**config.mk**
```make
export PLATFORM = sky130hd
export DESIGN_NAME = id_ex_stage
export DESIGN_NICKNAME = d
export VERILOG_FILES = /design/src/rtl/cpu_pkg.sv /design/src/rtl/id_ex_stage_fwd_sel.sv /design/src/rtl/id_ex_stage.sv
export SDC_FILE = /design/constraint.sdc
export NUM_CORES = 1
export LEC_CHECK = 0
export ABC_AREA = 1
export CORE_AREA = 2 2 124 126
export CTS_CLUSTER_DIAMETER = 200
export DETAILED_ROUTE_END_ITERATION = 10
export DIE_AREA = 0 0 126 128
export DONT_BUFFER_PORTS = 1
export GPL_TIMING_DRIVEN = 0
export HOLD_SLACK_MARGIN = 0.03
export PLACE_DENSITY = 0.6
export RECOVER_POWER = 50
export SLEW_MARGIN = 10
export SYNTH_ARGS = -nofsm -noshare
export SYNTH_HDL_FRONTEND = slang
export SYNTH_SLANG_ARGS = --single-unit
```
**constraint.sdc**
```tcl
create_clock -name clk_i -period 1.5 [get_ports clk_i]
set_input_delay 0.3 -clock clk_i [delete_from_list [all_inputs] [get_ports clk_i]]
set_output_delay 0.3 -clock clk_i [all_outputs]
set_load 0.005 [all_outputs]
```
**src/rtl/cpu_pkg.sv**
```systemverilog
// Shared types for the 5-stage core: widths, ALU encodings,
// forward-select enum and the ID/EX bundle.
package cpu_pkg;

    localparam int XLEN   = 32;
    localparam int REG_AW = 5;
    localparam int CTRL_W = 3;

    typedef enum logic [CTRL_W-1:0] {
        ALU_AND  = 3'b000,
        ALU_XOR  = 3'b001,
        ALU_ADD  = 3'b010,
        ALU_SLL  = 3'b011,
        ALU_SRAI = 3'b100,
        ALU_ADDI = 3'b101,
        ALU_SUB  = 3'b110,
        ALU_MUL  = 3'b111
    } alu_op_e;

    typedef enum logic [1:0] {
        FWD_REG,
        FWD_EXMEM,
        FWD_MEMWB
    } fwd_sel_e;

    typedef struct packed {
        logic              valid;
        logic [XLEN-1:0]   rs1data;
        logic [XLEN-1:0]   rs2data;
        logic [XLEN-1:0]   imm;
        logic [REG_AW-1:0] rs1;
        logic [REG_AW-1:0] rs2;
        logic [REG_AW-1:0] rd;
        logic [CTRL_W-1:0] aluctrl;
        logic              alusrc;
        logic              regwrite;
        logic              memtoreg;
        logic              memread;
        logic              memwrite;
    } id_ex_t;

endpackage

```
**src/rtl/id_ex_stage_fwd_sel.sv**
```systemverilog
// fwd_sel: per-operand forward decision and operand mux.
// Ports: rs/rs_data (registered), exmem_*/memwb_* (live), op (selected).
// Build macro ID_EX_FWD_EN enables forwarding; otherwise op = rs_data.
module fwd_sel
    import cpu_pkg::*;
(
    input  logic [REG_AW-1:0] rs,
    input  logic [XLEN-1:0]   rs_data,
    input  logic              exmem_regwrite,
    input  logic [REG_AW-1:0] exmem_rd,
    input  logic [XLEN-1:0]   exmem_result,
    input  logic              memwb_regwrite,
    input  logic [REG_AW-1:0] memwb_rd,
    input  logic [XLEN-1:0]   memwb_data,
    output logic [XLEN-1:0]   op
);

    fwd_sel_e sel;

`ifdef ID_EX_FWD_EN
    logic hit_ex;
    logic hit_mem;

    // x0 never forwards; the newest producer (EX/MEM) wins.
    assign hit_ex  = exmem_regwrite
                  && (exmem_rd != '0)
                  && (exmem_rd == rs);
    assign hit_mem = memwb_regwrite
                  && (memwb_rd != '0)
                  && (memwb_rd == rs)
                  && !hit_ex;

    always_comb begin
        sel = FWD_REG;
        unique case (1'b1)
            hit_ex:  sel = FWD_EXMEM;
            hit_mem: sel = FWD_MEMWB;
            default: sel = FWD_REG;
        endcase
    end
`else
    logic unused_fwd;

    assign unused_fwd = ^{rs, exmem_regwrite, exmem_rd,
                          exmem_result, memwb_regwrite,
                          memwb_rd, memwb_data};
    assign sel = FWD_REG;
`endif

    always_comb begin
        op = rs_data;
        unique case (sel)
            FWD_EXMEM: op = exmem_result;
            FWD_MEMWB: op = memwb_data;
            default:   op = rs_data;
        endcase
    end

endmodule

```
**src/rtl/id_ex_stage.sv**
```systemverilog
// ID/EX pipeline register plus EX operand select (forwarding, ALUSrc).
// In: clk_i, rst_i (async low), stall_i, flush_i, id_*, exmem_*, memwb_*.
// Out: data1_o/data2_o/aluctrl_o to ALU, storedata_o, rd/rs1/rs2_o,
// valid_o and registered controls. Macro ID_EX_FWD_EN enables forwarding.
module id_ex_stage
    import cpu_pkg::*;
(
    input  logic              clk_i,
    input  logic              rst_i,
    input  logic              stall_i,
    input  logic              flush_i,
    input  logic              id_valid_i,
    input  logic [XLEN-1:0]   id_rs1data_i,
    input  logic [XLEN-1:0]   id_rs2data_i,
    input  logic [XLEN-1:0]   id_imm_i,
    input  logic [REG_AW-1:0] id_rs1_i,
    input  logic [REG_AW-1:0] id_rs2_i,
    input  logic [REG_AW-1:0] id_rd_i,
    input  logic [CTRL_W-1:0] id_aluctrl_i,
    input  logic              id_alusrc_i,
    input  logic              id_regwrite_i,
    input  logic              id_memtoreg_i,
    input  logic              id_memread_i,
    input  logic              id_memwrite_i,
    input  logic              exmem_regwrite_i,
    input  logic [REG_AW-1:0] exmem_rd_i,
    input  logic [XLEN-1:0]   exmem_result_i,
    input  logic              memwb_regwrite_i,
    input  logic [REG_AW-1:0] memwb_rd_i,
    input  logic [XLEN-1:0]   memwb_data_i,
    output logic [XLEN-1:0]   data1_o,
    output logic [XLEN-1:0]   data2_o,
    output logic [CTRL_W-1:0] aluctrl_o,
    output logic [XLEN-1:0]   storedata_o,
    output logic [REG_AW-1:0] rd_o,
    output logic [REG_AW-1:0] rs1_o,
    output logic [REG_AW-1:0] rs2_o,
    output logic              valid_o,
    output logic              regwrite_o,
    output logic              memtoreg_o,
    output logic              memread_o,
    output logic              memwrite_o
);

    id_ex_t d;
    id_ex_t q;

    logic [XLEN-1:0] op1;
    logic [XLEN-1:0] op2;

    // Invalid slots carry no side effects: all controls zeroed.
    always_comb begin
        d         = '0;
        d.valid   = id_valid_i;
        d.rs1data = id_rs1data_i;
        d.rs2data = id_rs2data_i;
        d.imm     = id_imm_i;
        d.rs1     = id_rs1_i;
        d.rs2     = id_rs2_i;
        d.rd      = id_rd_i;
        if (id_valid_i) begin
            d.aluctrl  = id_aluctrl_i;
            d.alusrc   = id_alusrc_i;
            d.regwrite = id_regwrite_i;
            d.memtoreg = id_memtoreg_i;
            d.memread  = id_memread_i;
            d.memwrite = id_memwrite_i;
        end
    end

    // Flush beats stall; bubble is an all-zero bundle.
    always_ff @(posedge clk_i or negedge rst_i) begin
        if (!rst_i) begin
            q <= '0;
        end else if (flush_i) begin
            q <= '0;
        end else if (!stall_i) begin
            q <= d;
        end
    end

    fwd_sel u_fwd1 (
        .rs             (q.rs1),
        .rs_data        (q.rs1data),
        .exmem_regwrite (exmem_regwrite_i),
        .exmem_rd       (exmem_rd_i),
        .exmem_result   (exmem_result_i),
        .memwb_regwrite (memwb_regwrite_i),
        .memwb_rd       (memwb_rd_i),
        .memwb_data     (memwb_data_i),
        .op             (op1)
    );

    fwd_sel u_fwd2 (
        .rs             (q.rs2),
        .rs_data        (q.rs2data),
        .exmem_regwrite (exmem_regwrite_i),
        .exmem_rd       (exmem_rd_i),
        .exmem_result   (exmem_result_i),
        .memwb_regwrite (memwb_regwrite_i),
        .memwb_rd       (memwb_rd_i),
        .memwb_data     (memwb_data_i),
        .op             (op2)
    );

    assign data1_o     = op1;
    assign data2_o     = q.alusrc ? q.imm : op2;
    // Stores need the forwarded rs2 even when the ALU takes the imm.
    assign storedata_o = op2;
    assign aluctrl_o   = q.aluctrl;
    assign rd_o        = q.rd;
    assign rs1_o       = q.rs1;
    assign rs2_o       = q.rs2;
    assign valid_o     = q.valid;
    assign regwrite_o  = q.regwrite;
    assign memtoreg_o  = q.memtoreg;
    assign memread_o   = q.memread;
    assign memwrite_o  = q.memwrite;

endmodule

```
==> metrics.txt, run 1 <==
# TYPE chip_impl_metric gauge
chip_impl_info{name="timing.critical_path.cells",value="clkbuf_16 > clkbuf_16 > o21ai_4"} 1
chip_impl_metric{name="post_synth_inst_count",unit=""} 664
chip_impl_metric{name="timing.clock.skew",unit="ns"} 0
chip_impl_metric{name="worstPathBufferInverterCount",unit=""} 2
chip_impl_info{name="clock_tree_from_tritoncts",value="done"} 1
chip_impl_metric{name="fmax",unit="GHz"} 0.601
chip_impl_metric{name="global_route_wire_length_before_repair",unit="um"} 25300
chip_impl_info{name="setup_repair_after_global_routing_missed_its_margin",value="true"} 1
chip_impl_metric{name="reg2reg_setup_slack",unit="ns"} 0.50
chip_impl_info{name="outcome",value="finished, violations left"} 1
chip_impl_metric{name="cts_inserted_buffers",unit=""} 17
chip_impl_metric{name="period_share",unit="%"} 111
chip_impl_metric{name="hold_viol_final",unit=""} 120
chip_impl_info{name="synth_area_leader_cell",value="sky130_fd_sc_hd__dfrtp_1"} 1
chip_impl_metric{name="post_synth_num_cell_types",unit=""} 12
chip_impl_metric{name="setup_viol",unit=""} 32
chip_impl_info{name="synth_area_leaders",value="sky130_fd_sc_hd__dfrtp_1, sky130_fd_sc_hd__nand2_1, sky130_fd_sc_hd__buf_4, sky130_fd_sc_hd__o21ai_0, sky130_fd_sc_hd__inv_1"} 1
chip_impl_metric{name="synth_top_area_share",unit="%"} 54.6
chip_impl_metric{name="number_of_global_route_vias_before_repair",unit=""} 4884
chip_impl_metric{name="cts_htree_levels",unit=""} 4
chip_impl_metric{name="core.rowCount",unit=""} 45
chip_impl_metric{name="clkSlewWorstSetupHoldPaths",unit="ns"} 0.05
chip_impl_metric{name="p_per_area",unit="nW/um2"} 1100
chip_impl_metric{name="syn-cell-area",unit="um2"} 5500
chip_impl_metric{name="num-nets-final",unit=""} 1005
chip_impl_metric{name="dieArea",unit="um2"} 16100
chip_impl_info{name="setup.worst_path.end_class",value="output port"} 1
chip_impl_metric{name="floorplan.core_area",unit="um2"} 14900
chip_impl_metric{name="timing.final.max_slew_violations",unit=""} 0
chip_impl_metric{name="ir_drop",unit="uV"} 680
chip_impl_info{name="final_cell_mix",value="sky130_fd_sc_hd__nand2_1, sky130_fd_sc_hd__dfrtp_1, sky130_fd_sc_hd__dlygate4sd3_1"} 1
chip_impl_metric{name="drive_gt1_share",unit="%"} 22.4
chip_impl_info{name="crit_path_top_delay_cell",value="sky130_fd_sc_hd__dfrtp_2"} 1
chip_impl_metric{name="postCtsSetupBuffers",unit=""} 0
chip_impl_metric{name="port_buffers",unit=""} 0
chip_impl_metric{name="dieWidth",unit="um"} 126
chip_impl_metric{name="worst_skew_pair_later_pin_latency",unit="ns"} 0.42
chip_impl_metric{name="layout-area-overhead-vs-synth",unit="%"} 43.9
chip_impl_metric{name="die_y",unit="um"} 128
chip_impl_info{name="crit_family",value="flip-flops"} 1
chip_impl_metric{name="finish.instance_area",unit="um2"} 7910
chip_impl_info{name="clock_tree.root_cell",value="sky130_fd_sc_hd__clkbuf_16"} 1
chip_impl_metric{name="synth.avg_cell_area",unit="um2"} 8.28
chip_impl_metric{name="avgRoutedWirePerCell",unit="um"} 16.2
chip_impl_info{name="critPathMostFrequentCell",value="sky130_fd_sc_hd__clkbuf_16"} 1
chip_impl_info{name="failed_checks",value="negative hold slack, negative setup slack"} 1
chip_impl_metric{name="cp_slowest_stage_delay",unit="ns"} 0.43
chip_impl_metric{name="pin_count",unit=""} 319
chip_impl_metric{name="maximum_number_of_pins_on_one_net_before_global_route_repair",unit=""} 121
chip_impl_metric{name="synth.ff_latch_count",unit=""} 120
chip_impl_metric{name="mappedNetlistNets",unit=""} 864
chip_impl_metric{name="num_vias",unit=""} 4734
chip_impl_info{name="timing.critical_path.from_type",value="flip-flop"} 1
chip_impl_metric{name="worst-path-max-fanout",unit=""} 7
chip_impl_metric{name="hold_buffers",unit=""} 119
chip_impl_metric{name="p_leak",unit="nW"} 4.05
chip_impl_info{name="layout.cells.most_common",value="sky130_fd_sc_hd__nand2_1"} 1
chip_impl_metric{name="drt_first_pass_iters",unit=""} 5
chip_impl_metric{name="cp_data_arrival_time",unit="ns"} 1.37
chip_impl_metric{name="maxCapViolations",unit=""} 0
chip_impl_metric{name="synth_sequential_area_ratio",unit="%"} 54.6
chip_impl_metric{name="required",unit="ns"} 1.20
chip_impl_metric{name="yosysWarnings",unit=""} 0
chip_impl_metric{name="hold-worst-slack",unit="ns"} -0.420
chip_impl_metric{name="tritoncts_num_sinks",unit=""} 120
chip_impl_info{name="hold_path_class",value="in2async"} 1
chip_impl_metric{name="groute.usage.overall",unit="%"} 20.4
chip_impl_metric{name="floorplan.initialDensity",unit="%"} 37.0
chip_impl_metric{name="num_antenna_cells",unit=""} 0
chip_impl_metric{name="placedInstanceArea",unit="um2"} 5730
chip_impl_metric{name="fin_ws",unit="ns"} -0.165
chip_impl_metric{name="min_period",unit="ns"} 1.67
chip_impl_metric{name="detailedPlacementHpwl",unit="um"} 10500
chip_impl_metric{name="routabilityCongestion",unit=""} 0.883
chip_impl_metric{name="final_antenna_net_count",unit=""} 0
chip_impl_metric{name="maxSlewHeadroom",unit="%"} 51.5
chip_impl_metric{name="first_iter_violations",unit=""} 176
chip_impl_metric{name="routed_wirelength",unit="um"} 16300
chip_impl_metric{name="post-route-drc-count",unit=""} 0
chip_impl_metric{name="gr-total-overflow",unit=""} 0
chip_impl_metric{name="clockBufferDepth",unit=""} 2
chip_impl_info{name="criticalPathCategory",value="reg2out"} 1
chip_impl_metric{name="vias_per_cell",unit=""} 4.71
chip_impl_metric{name="antenna_found_initial",unit=""} 0
chip_impl_metric{name="worst_max_slew_pin_slew",unit="ns"} 0.727
==> layout make-up <==
class | count | area (um2)
Inverter | 34 | 128
Multi-Input combinational cell | 395 | 1840
Clock buffer | 26 | 529
Tap cell | 188 | 235
Sequential cell | 120 | 3000
Buffer | 115 | 857
Timing Repair Buffer | 122 | 1230
Fill cell | 1286 | 6960
Clock inverter | 6 | 85.1
==> cells by family after synthesis <==
| logic type | share of synthesized area [%] |
|---|---|
| and+or+nand+nor | 22.9 |
| buffers and inverters | 16.6 |
| DFF | 54.6 |
| AOI/OAI and AO/OA | 5.83 |
==> per-stage QoR <==
step | utilization [%] | worst slack (ns) | TNS, ns | total power [mW] | instances
6_report | 53.2 | -0.165 | -4.30 | 8.68 | 1006
5_1_grt | 53.2 | -0.227 | -6.51 | 9.04 | 1006
4_1_cts | 52.9 | -0.198 | -5.88 | 8.74 | 1006
3_5_place_dp | 38.6 | -0.338 | -6.57 | 4.21 | 852
3_3_place_gp | 38.6 | -0.348 | -6.69 | 4.19 | 852
2_1_floorplan | - | 0.261 | 0 | 4.03 | 664
==> path summary, 6_finish.rpt <==
check | cells past startpoint | startpoint | to
max | 3 | q[4] | data2_o[10]
min | 0 | rst_i | q[95]
max reg2reg | 4 | q[4] | q[4]
min reg2reg | 2 | q[23] | q[23]
max in group asynchronous | 0 | rst_i | q[4]
min in group clk_i | 2 | stall_i | q[86]
==> registers in the layout, summed over array words and instances (netlist names) <==
name,count
q,97
rd_o,5
rs1_o,5
rs2_o,5
aluctrl_o,3
memread_o,1
memtoreg_o,1
memwrite_o,1
regwrite_o,1
valid_o,1
==> report_power, final <==
| group | switching [mW] | internal [mW] |
|---|---|---|
| logic | 0.461 | 0.524 |
| clock network | 1.41 | 2.75 |
| registers | 0.119 | 3.42 |
==> synth_stat cells <==
cell type	n
sky130_fd_sc_hd__dfrtp_1	120
sky130_fd_sc_hd__nor2_1	1
sky130_fd_sc_hd__o21ai_0	63
sky130_fd_sc_hd__buf_2	9
sky130_fd_sc_hd__buf_4	91
sky130_fd_sc_hd__o21ai_1	1
sky130_fd_sc_hd__nand3_1	8
sky130_fd_sc_hd__inv_1	33
sky130_fd_sc_hd__clkbuf_1	15
sky130_fd_sc_hd__nand2_1	321
sky130_fd_sc_hd__inv_2	1
sky130_fd_sc_hd__nor2_4	1
==> per-layer routing <==
layer | vias to the layer above | share of wire (%) | GRT usage [%]
met4 | 0 | 3.0 | 8.92
met5 | - | 0 | 0
met2 | 244 | 48 | 33.1
li1 | 2236 | - | -
met1 | 2215 | 41 | 25.9
met3 | 39 | 7.7 | 5.34
==> repair_timing <==
action | in CTS | in global routing
pin swaps | 15 | 1
resized for setup | 104 | 16
hold endpoints to repair | 239 | 120
gates cloned | 3 | 0
endpoints found under the setup margin | 32 | 32
(Power assumes the default switching activity.)
==> run 2: changes to the inputs <==
--- a/config.mk
+++ b/config.mk
@@ -7,6 +7,7 @@
 export LEC_CHECK = 0
 export ABC_AREA = 1
 export CORE_AREA = 2 2 124 126
+export CTS_BUF_LIST = sky130_fd_sc_hd__clkbuf_16
 export CTS_CLUSTER_DIAMETER = 200
 export DETAILED_ROUTE_END_ITERATION = 10
 export DIE_AREA = 0 0 126 128
==> run 2 against run 1 <==
The run still ends with negative hold slack, negative setup slack left. Worst setup slack better by 0.00066 ns. Combinational power hardly changed. Maximum frequency hardly changed. Routed wire length is 0.12% higher. Final cell count stayed put. First-iteration DRC count is 16% higher. Hold slack hardly changed.
==> metrics.txt, run 2 (synthesized netlist as in run 1, its figures left out) <==
# TYPE chip_impl_metric gauge
chip_impl_metric{name="routabilityCongestion",unit=""} 0.883
chip_impl_metric{name="ir_drop",unit="uV"} 682
chip_impl_metric{name="hold_buffers",unit=""} 119
chip_impl_metric{name="timing.final.max_slew_violations",unit=""} 0
chip_impl_info{name="setup.worst_path.end_class",value="output port"} 1
chip_impl_metric{name="number_of_global_route_vias_before_repair",unit=""} 4881
chip_impl_metric{name="power.share.sequential",unit="%"} 42.7
chip_impl_metric{name="maximum_number_of_pins_on_one_net_before_global_route_repair",unit=""} 121
chip_impl_metric{name="largest_register_ff_count",unit=""} 97
chip_impl_metric{name="first_iter_violations",unit=""} 204
chip_impl_info{name="timing.critical_path.from_type",value="flip-flop"} 1
chip_impl_metric{name="cell_internal_pwr",unit="mW"} 6.32
chip_impl_metric{name="period_share",unit="%"} 111
chip_impl_metric{name="p_per_area",unit="nW/um2"} 1060
chip_impl_metric{name="hold-worst-slack",unit="ns"} -0.420
chip_impl_metric{name="switchingPower",unit="mW"} 1.97
chip_impl_info{name="failed_checks",value="negative hold slack, negative setup slack"} 1
chip_impl_metric{name="drt_first_pass_iters",unit=""} 5
chip_impl_metric{name="pin_count",unit=""} 319
chip_impl_metric{name="clockBufferDepth",unit=""} 2
chip_impl_metric{name="required",unit="ns"} 1.20
chip_impl_info{name="largest_register",value="q"} 1
chip_impl_metric{name="final_antenna_net_count",unit=""} 0
chip_impl_metric{name="worst_max_slew_pin_slew",unit="ns"} 0.719
chip_impl_metric{name="reg2reg_setup_slack",unit="ns"} 0.50
chip_impl_metric{name="preCtsSetupSlack",unit="ns"} -0.338
chip_impl_metric{name="cts_inserted_buffers",unit=""} 17
chip_impl_metric{name="avgRoutedWirePerCell",unit="um"} 16.3
chip_impl_metric{name="power.switching_fraction",unit="%"} 23.8
chip_impl_metric{name="clkSlewWorstSetupHoldPaths",unit="ns"} 0.05
chip_impl_info{name="setup_repair_after_global_routing_missed_its_margin",value="true"} 1
chip_impl_info{name="clock_tree.root_cell",value="sky130_fd_sc_hd__clkbuf_16"} 1
chip_impl_metric{name="num_vias",unit=""} 4715
chip_impl_info{name="final_cell_mix",value="sky130_fd_sc_hd__nand2_1, sky130_fd_sc_hd__dfrtp_1, sky130_fd_sc_hd__dlygate4sd3_1"} 1
chip_impl_metric{name="detailedPlacementHpwl",unit="um"} 10500
chip_impl_metric{name="drive_gt1_share",unit="%"} 21.5
chip_impl_metric{name="maxSlewHeadroom",unit="%"} 52.1
chip_impl_metric{name="fmax",unit="GHz"} 0.601
chip_impl_metric{name="p_leak",unit="nW"} 4.01
chip_impl_metric{name="core.rowCount",unit=""} 45
chip_impl_metric{name="cp_data_arrival_time",unit="ns"} 1.36
chip_impl_metric{name="fin_util",unit="%"} 52.7
chip_impl_metric{name="floorplan.initialDensity",unit="%"} 37.0
chip_impl_metric{name="num_antenna_cells",unit=""} 0
chip_impl_metric{name="clock_power_share",unit="%"} 45.4
chip_impl_metric{name="fin_total_pwr",unit="mW"} 8.29
chip_impl_metric{name="floorplan.core_area",unit="um2"} 14900
chip_impl_info{name="outcome",value="finished, violations left"} 1
chip_impl_metric{name="num-nets-final",unit=""} 1005
chip_impl_metric{name="die_y",unit="um"} 128
chip_impl_info{name="clock_tree_from_tritoncts",value="done"} 1
chip_impl_metric{name="antenna_found_initial",unit=""} 0
chip_impl_metric{name="tritoncts_num_sinks",unit=""} 120
chip_impl_metric{name="hold_viol_final",unit=""} 120
chip_impl_info{name="layout.cells.most_common",value="sky130_fd_sc_hd__nand2_1"} 1
chip_impl_metric{name="cts_htree_levels",unit=""} 4
chip_impl_metric{name="worst_skew_pair_later_pin_latency",unit="ns"} 0.42
chip_impl_metric{name="routed_wirelength",unit="um"} 16400
chip_impl_metric{name="port_buffers",unit=""} 0
chip_impl_metric{name="setup_viol",unit=""} 32
chip_impl_metric{name="worst-path-max-fanout",unit=""} 7
chip_impl_info{name="criticalPathCategory",value="reg2out"} 1
chip_impl_info{name="crit-reg2reg-launch",value="q[4]"} 1
chip_impl_metric{name="maxCapViolations",unit=""} 0
chip_impl_metric{name="combPwrFrac",unit="%"} 11.9
chip_impl_info{name="hold_path_class",value="in2async"} 1
chip_impl_metric{name="depth_of_the_worst_register_to_register_path",unit=""} 4
chip_impl_metric{name="vias_per_cell",unit=""} 4.69
chip_impl_metric{name="layout-area-overhead-vs-synth",unit="%"} 42.6
chip_impl_metric{name="groute.usage.overall",unit="%"} 20.4
chip_impl_metric{name="global_route_wire_length_before_repair",unit="um"} 25300
chip_impl_metric{name="dieArea",unit="um2"} 16100
chip_impl_metric{name="postCtsSetupBuffers",unit=""} 0
chip_impl_metric{name="dp.cells",unit=""} 852
chip_impl_metric{name="finalNonFillerCells",unit=""} 1006
chip_impl_metric{name="gr-total-overflow",unit=""} 0
chip_impl_metric{name="min_period",unit="ns"} 1.66
chip_impl_info{name="regToRegEndpoint",value="q[4]"} 1
chip_impl_metric{name="fin_ws",unit="ns"} -0.165
chip_impl_metric{name="dieWidth",unit="um"} 126
chip_impl_metric{name="timing.clock.skew",unit="ns"} 0
chip_impl_metric{name="post-route-drc-count",unit=""} 0
==> run 2: what timing repair did <==
action	4_1_cts	5_1_grt
pin swaps	15	1
resized for setup	104	16
gates cloned	3	0
hold endpoints to repair	239	120
setup endpoints to repair	32	32
==> run 2: power by group through the flow <==
stage / logic, mW / registers [mW] / clock network (mW)
after floorplan: 0.490 / 3.54 / 0
after global placement: 0.617 / 3.57 / 0
after detailed placement: 0.628 / 3.58 / 0
after CTS: 0.973 / 3.53 / 3.85
after global routing: 1.07 / 3.55 / 4.02
final: 0.985 / 3.54 / 3.76
==> run 2: through the flow <==
step           hold slack, ns  instance area [um2]  setup TNS [ns]
6_report               -0.420                 7840           -4.38
5_1_grt                -0.446                 7840           -6.43
4_1_cts                -0.443                 7800           -5.88
3_5_place_dp          0.00665                 5730           -6.57
3_3_place_gp          0.00706                 5730           -6.69
2_1_floorplan         0.00441                 5500               0
==> run 2: how the worst max path moves through the flow <==
stage	from	to	cells past startpoint
floorplan	q[4]	data2_o[26]	4
global placement	q[4]	data2_o[29]	4
detailed placement	q[4]	data2_o[29]	4
CTS	q[4]	data2_o[10]	3
finish	q[4]	data2_o[10]	3
global route	q[4]	data2_o[4]	4
==> run 2: layout make-up <==
class,instances,area [um2]
clock buffer,17,425
timing repair buffer,122,1230
multi-input combinational,395,1840
clock inverter,15,119
fill,1292,7030
inverter,34,128
buffer,115,857
sequential,120,3000
tap,188,235
==> run 2: worst max-delay path: stages (launching register included) <==
cell,delay (ns)
sky130_fd_sc_hd__dfrtp_2,0.43
sky130_fd_sc_hd__clkbuf_16,0.19
sky130_fd_sc_hd__clkbuf_16,0.18
sky130_fd_sc_hd__o21ai_4,0.15
==> run 2: per-layer routing <==
layer / vias to the layer above / track usage, % / wire (um)
met1: 2224 / 25.8 / 6820
li1: 2235 / - / -
met2: 220 / 33.0 / 7900
met3: 36 / 5.22 / 1150
met5: - / 0 / 0
met4: 0 / 9.44 / 485
==> run 3: changes to the inputs <==
--- a/config.mk
+++ b/config.mk
@@ -7,7 +7,7 @@
 export LEC_CHECK = 0
 export ABC_AREA = 1
 export CORE_AREA = 2 2 124 126
-export CTS_BUF_LIST = sky130_fd_sc_hd__clkbuf_16
+export CTS_BUF_LIST = sky130_fd_sc_hd__clkbuf_8
 export CTS_CLUSTER_DIAMETER = 200
 export DETAILED_ROUTE_END_ITERATION = 10
 export DIE_AREA = 0 0 126 128
==> run 3 against run 2 <==
The flow still finishes with violations (negative hold slack, negative setup slack). Design area decreased by 1.1%. Non-clock buffer count unchanged. Critical path depth increased by 1. Critical endpoint is now data2_o[29].
==> metrics.txt, run 3 (synthesized netlist as in run 1, its figures left out) <==
# TYPE chip_impl_metric gauge
chip_impl_info{name="outcome",value="finished, violations left"} 1
chip_impl_info{name="failed_checks",value="negative hold slack, negative setup slack"} 1
chip_impl_metric{name="p_per_area",unit="nW/um2"} 976
chip_impl_info{name="criticalPathCategory",value="reg2out"} 1
chip_impl_metric{name="detailedPlacementHpwl",unit="um"} 10500
chip_impl_metric{name="antenna_found_initial",unit=""} 0
chip_impl_metric{name="switchingPower",unit="mW"} 1.85
chip_impl_metric{name="layout-area-overhead-vs-synth",unit="%"} 41.1
chip_impl_metric{name="largest_register_ff_count",unit=""} 97
chip_impl_metric{name="fin_total_pwr",unit="mW"} 7.56
chip_impl_metric{name="min_period",unit="ns"} 1.68
chip_impl_metric{name="cts_inserted_buffers",unit=""} 17
chip_impl_metric{name="routabilityCongestion",unit=""} 0.883
chip_impl_metric{name="floorplan.core_area",unit="um2"} 14900
chip_impl_metric{name="worst-path-max-fanout",unit=""} 7
chip_impl_metric{name="global_route_wire_length_before_repair",unit="um"} 25100
chip_impl_metric{name="maximum_number_of_pins_on_one_net_before_global_route_repair",unit=""} 121
chip_impl_metric{name="depth_of_the_worst_register_to_register_path",unit=""} 4
chip_impl_metric{name="floorplan.initialDensity",unit="%"} 37.0
chip_impl_metric{name="combPwrFrac",unit="%"} 13.1
chip_impl_metric{name="power.switching_fraction",unit="%"} 24.5
chip_impl_metric{name="avgRoutedWirePerCell",unit="um"} 16.1
chip_impl_metric{name="fin_ws",unit="ns"} -0.182
chip_impl_metric{name="routed_wirelength",unit="um"} 16200
chip_impl_metric{name="num-nets-final",unit=""} 1005
chip_impl_metric{name="cp_data_arrival_time",unit="ns"} 1.38
chip_impl_metric{name="post-route-drc-count",unit=""} 0
chip_impl_metric{name="clock_power_share",unit="%"} 40.2
chip_impl_metric{name="dp.cells",unit=""} 852
chip_impl_metric{name="power.share.sequential",unit="%"} 46.7
chip_impl_metric{name="ir_drop",unit="uV"} 531
chip_impl_metric{name="hold_buffers",unit=""} 119
chip_impl_metric{name="fin_util",unit="%"} 52.1
chip_impl_metric{name="worst_max_slew_pin_slew",unit="ns"} 0.677
chip_impl_metric{name="die_y",unit="um"} 128
chip_impl_metric{name="period_share",unit="%"} 112
chip_impl_metric{name="hold_viol_final",unit=""} 120
chip_impl_metric{name="required",unit="ns"} 1.20
chip_impl_metric{name="hold-worst-slack",unit="ns"} -0.448
chip_impl_info{name="timing.critical_path.from_type",value="flip-flop"} 1
chip_impl_metric{name="dieArea",unit="um2"} 16100
chip_impl_metric{name="gr-total-overflow",unit=""} 0
chip_impl_metric{name="port_buffers",unit=""} 0
chip_impl_info{name="layout.cells.most_common",value="sky130_fd_sc_hd__nand2_1"} 1
chip_impl_info{name="largest_register",value="q"} 1
chip_impl_metric{name="timing.final.max_slew_violations",unit=""} 0
chip_impl_info{name="final_cell_mix",value="sky130_fd_sc_hd__nand2_1, sky130_fd_sc_hd__dfrtp_1, sky130_fd_sc_hd__dlygate4sd3_1"} 1
chip_impl_metric{name="finalNonFillerCells",unit=""} 1006
chip_impl_info{name="crit-reg2reg-launch",value="q[4]"} 1
chip_impl_info{name="setup.worst_path.end_class",value="output port"} 1
chip_impl_metric{name="num_vias",unit=""} 4669
chip_impl_info{name="clock_tree.root_cell",value="sky130_fd_sc_hd__clkbuf_8"} 1
chip_impl_info{name="setup_repair_after_global_routing_missed_its_margin",value="true"} 1
chip_impl_metric{name="cts_htree_levels",unit=""} 4
chip_impl_info{name="regToRegEndpoint",value="q[4]"} 1
chip_impl_metric{name="drt_first_pass_iters",unit=""} 4
chip_impl_metric{name="drive_gt1_share",unit="%"} 23.5
chip_impl_metric{name="clkSlewWorstSetupHoldPaths",unit="ns"} 0.07
chip_impl_metric{name="clockBufferDepth",unit=""} 2
chip_impl_metric{name="maxCapViolations",unit=""} 0
chip_impl_metric{name="setup_viol",unit=""} 32
chip_impl_metric{name="cell_internal_pwr",unit="mW"} 5.71
chip_impl_metric{name="maxSlewHeadroom",unit="%"} 54.8
chip_impl_metric{name="reg2reg_setup_slack",unit="ns"} 0.50
chip_impl_metric{name="worst_skew_pair_later_pin_latency",unit="ns"} 0.44
chip_impl_metric{name="number_of_global_route_vias_before_repair",unit=""} 4841
chip_impl_info{name="hold_path_class",value="in2async"} 1
chip_impl_metric{name="tritoncts_num_sinks",unit=""} 120
chip_impl_info{name="clock_tree_from_tritoncts",value="done"} 1
chip_impl_metric{name="vias_per_cell",unit=""} 4.64
chip_impl_metric{name="core.rowCount",unit=""} 45
chip_impl_metric{name="num_antenna_cells",unit=""} 0
chip_impl_metric{name="p_leak",unit="nW"} 3.99
chip_impl_metric{name="dieWidth",unit="um"} 126
chip_impl_metric{name="fmax",unit="GHz"} 0.595
chip_impl_metric{name="first_iter_violations",unit=""} 186
chip_impl_metric{name="groute.usage.overall",unit="%"} 20.2
chip_impl_metric{name="timing.clock.skew",unit="ns"} 0
chip_impl_metric{name="final_antenna_net_count",unit=""} 0
chip_impl_metric{name="postCtsSetupBuffers",unit=""} 0
chip_impl_metric{name="pin_count",unit=""} 319
run 3: worst max-delay path: stages, from the launching register on:
cell                        delay [ns]
sky130_fd_sc_hd__dfrtp_2          0.44
sky130_fd_sc_hd__clkbuf_16        0.19
sky130_fd_sc_hd__clkbuf_16        0.18
sky130_fd_sc_hd__nand2_4          0.07
sky130_fd_sc_hd__o21ai_4          0.07
run 3: power by group through the flow:
stage	sequential [mW]	clock (mW)	combinational, mW
2_1_floorplan	3.54	0	0.490
3_3_place_gp	3.57	0	0.617
3_5_place_dp	3.58	0	0.628
4_1_cts	3.52	3.12	0.972
5_1_grt	3.55	3.29	1.08
6_report	3.53	3.04	0.988
run 3: timing repair:
action,in CTS,in global routing
endpoints found under the setup margin,32,32
pin swaps,15,1
resized for setup,104,28
cloned,3,0
endpoints found under the hold margin,239,120
run 3: stage by stage:
stage | worst slack (ns) | area [um2] | setup TNS [ns] | hold WS [ns]
floorplan | 0.261 | 5500 | 0 | 0.00441
global placement | -0.348 | 5730 | -6.69 | 0.00706
detailed placement | -0.338 | 5730 | -6.57 | 0.00665
CTS | -0.246 | 7680 | -7.44 | -0.489
global route | -0.267 | 7750 | -7.81 | -0.491
finish | -0.182 | 7750 | -5.07 | -0.448
run 3: area by class of cell:
class / count / area (um2)
flip-flops and latches: 120 / 3000
well taps: 188 / 235
multi-input cells: 395 / 1870
plain buffers: 115 / 861
clock buffers: 24 / 330
fillers: 1309 / 7110
repair buffers: 122 / 1230
clock inverters: 8 / 92.6
inverters: 34 / 128
run 3: metal layers:
layer / routed length (um) / up-vias / track usage, % / part of all wire [%]
li1: - / 2229 / - / -
met1: 6860 / 2196 / 25.9 / 42
met2: 7750 / 202 / 32.1 / 48
met3: 1030 / 42 / 4.84 / 6.3
met4: 527 / 0 / 10.1 / 3.3
met5: 0 / - / 0 / 0
run 3: worst max-delay path by stage:
| stage | startpoint | to | slack [ns] | cells past startpoint |
|---|---|---|---|---|
| floorplan | q[4] | data2_o[26] | 0.26 | 4 |
| global placement | q[4] | data2_o[29] | -0.35 | 4 |
| detailed placement | q[4] | data2_o[29] | -0.34 | 4 |
| CTS | q[4] | data2_o[10] | -0.25 | 3 |
| global route | q[4] | data2_o[29] | -0.27 | 4 |
| finish | q[4] | data2_o[29] | -0.18 | 4 |
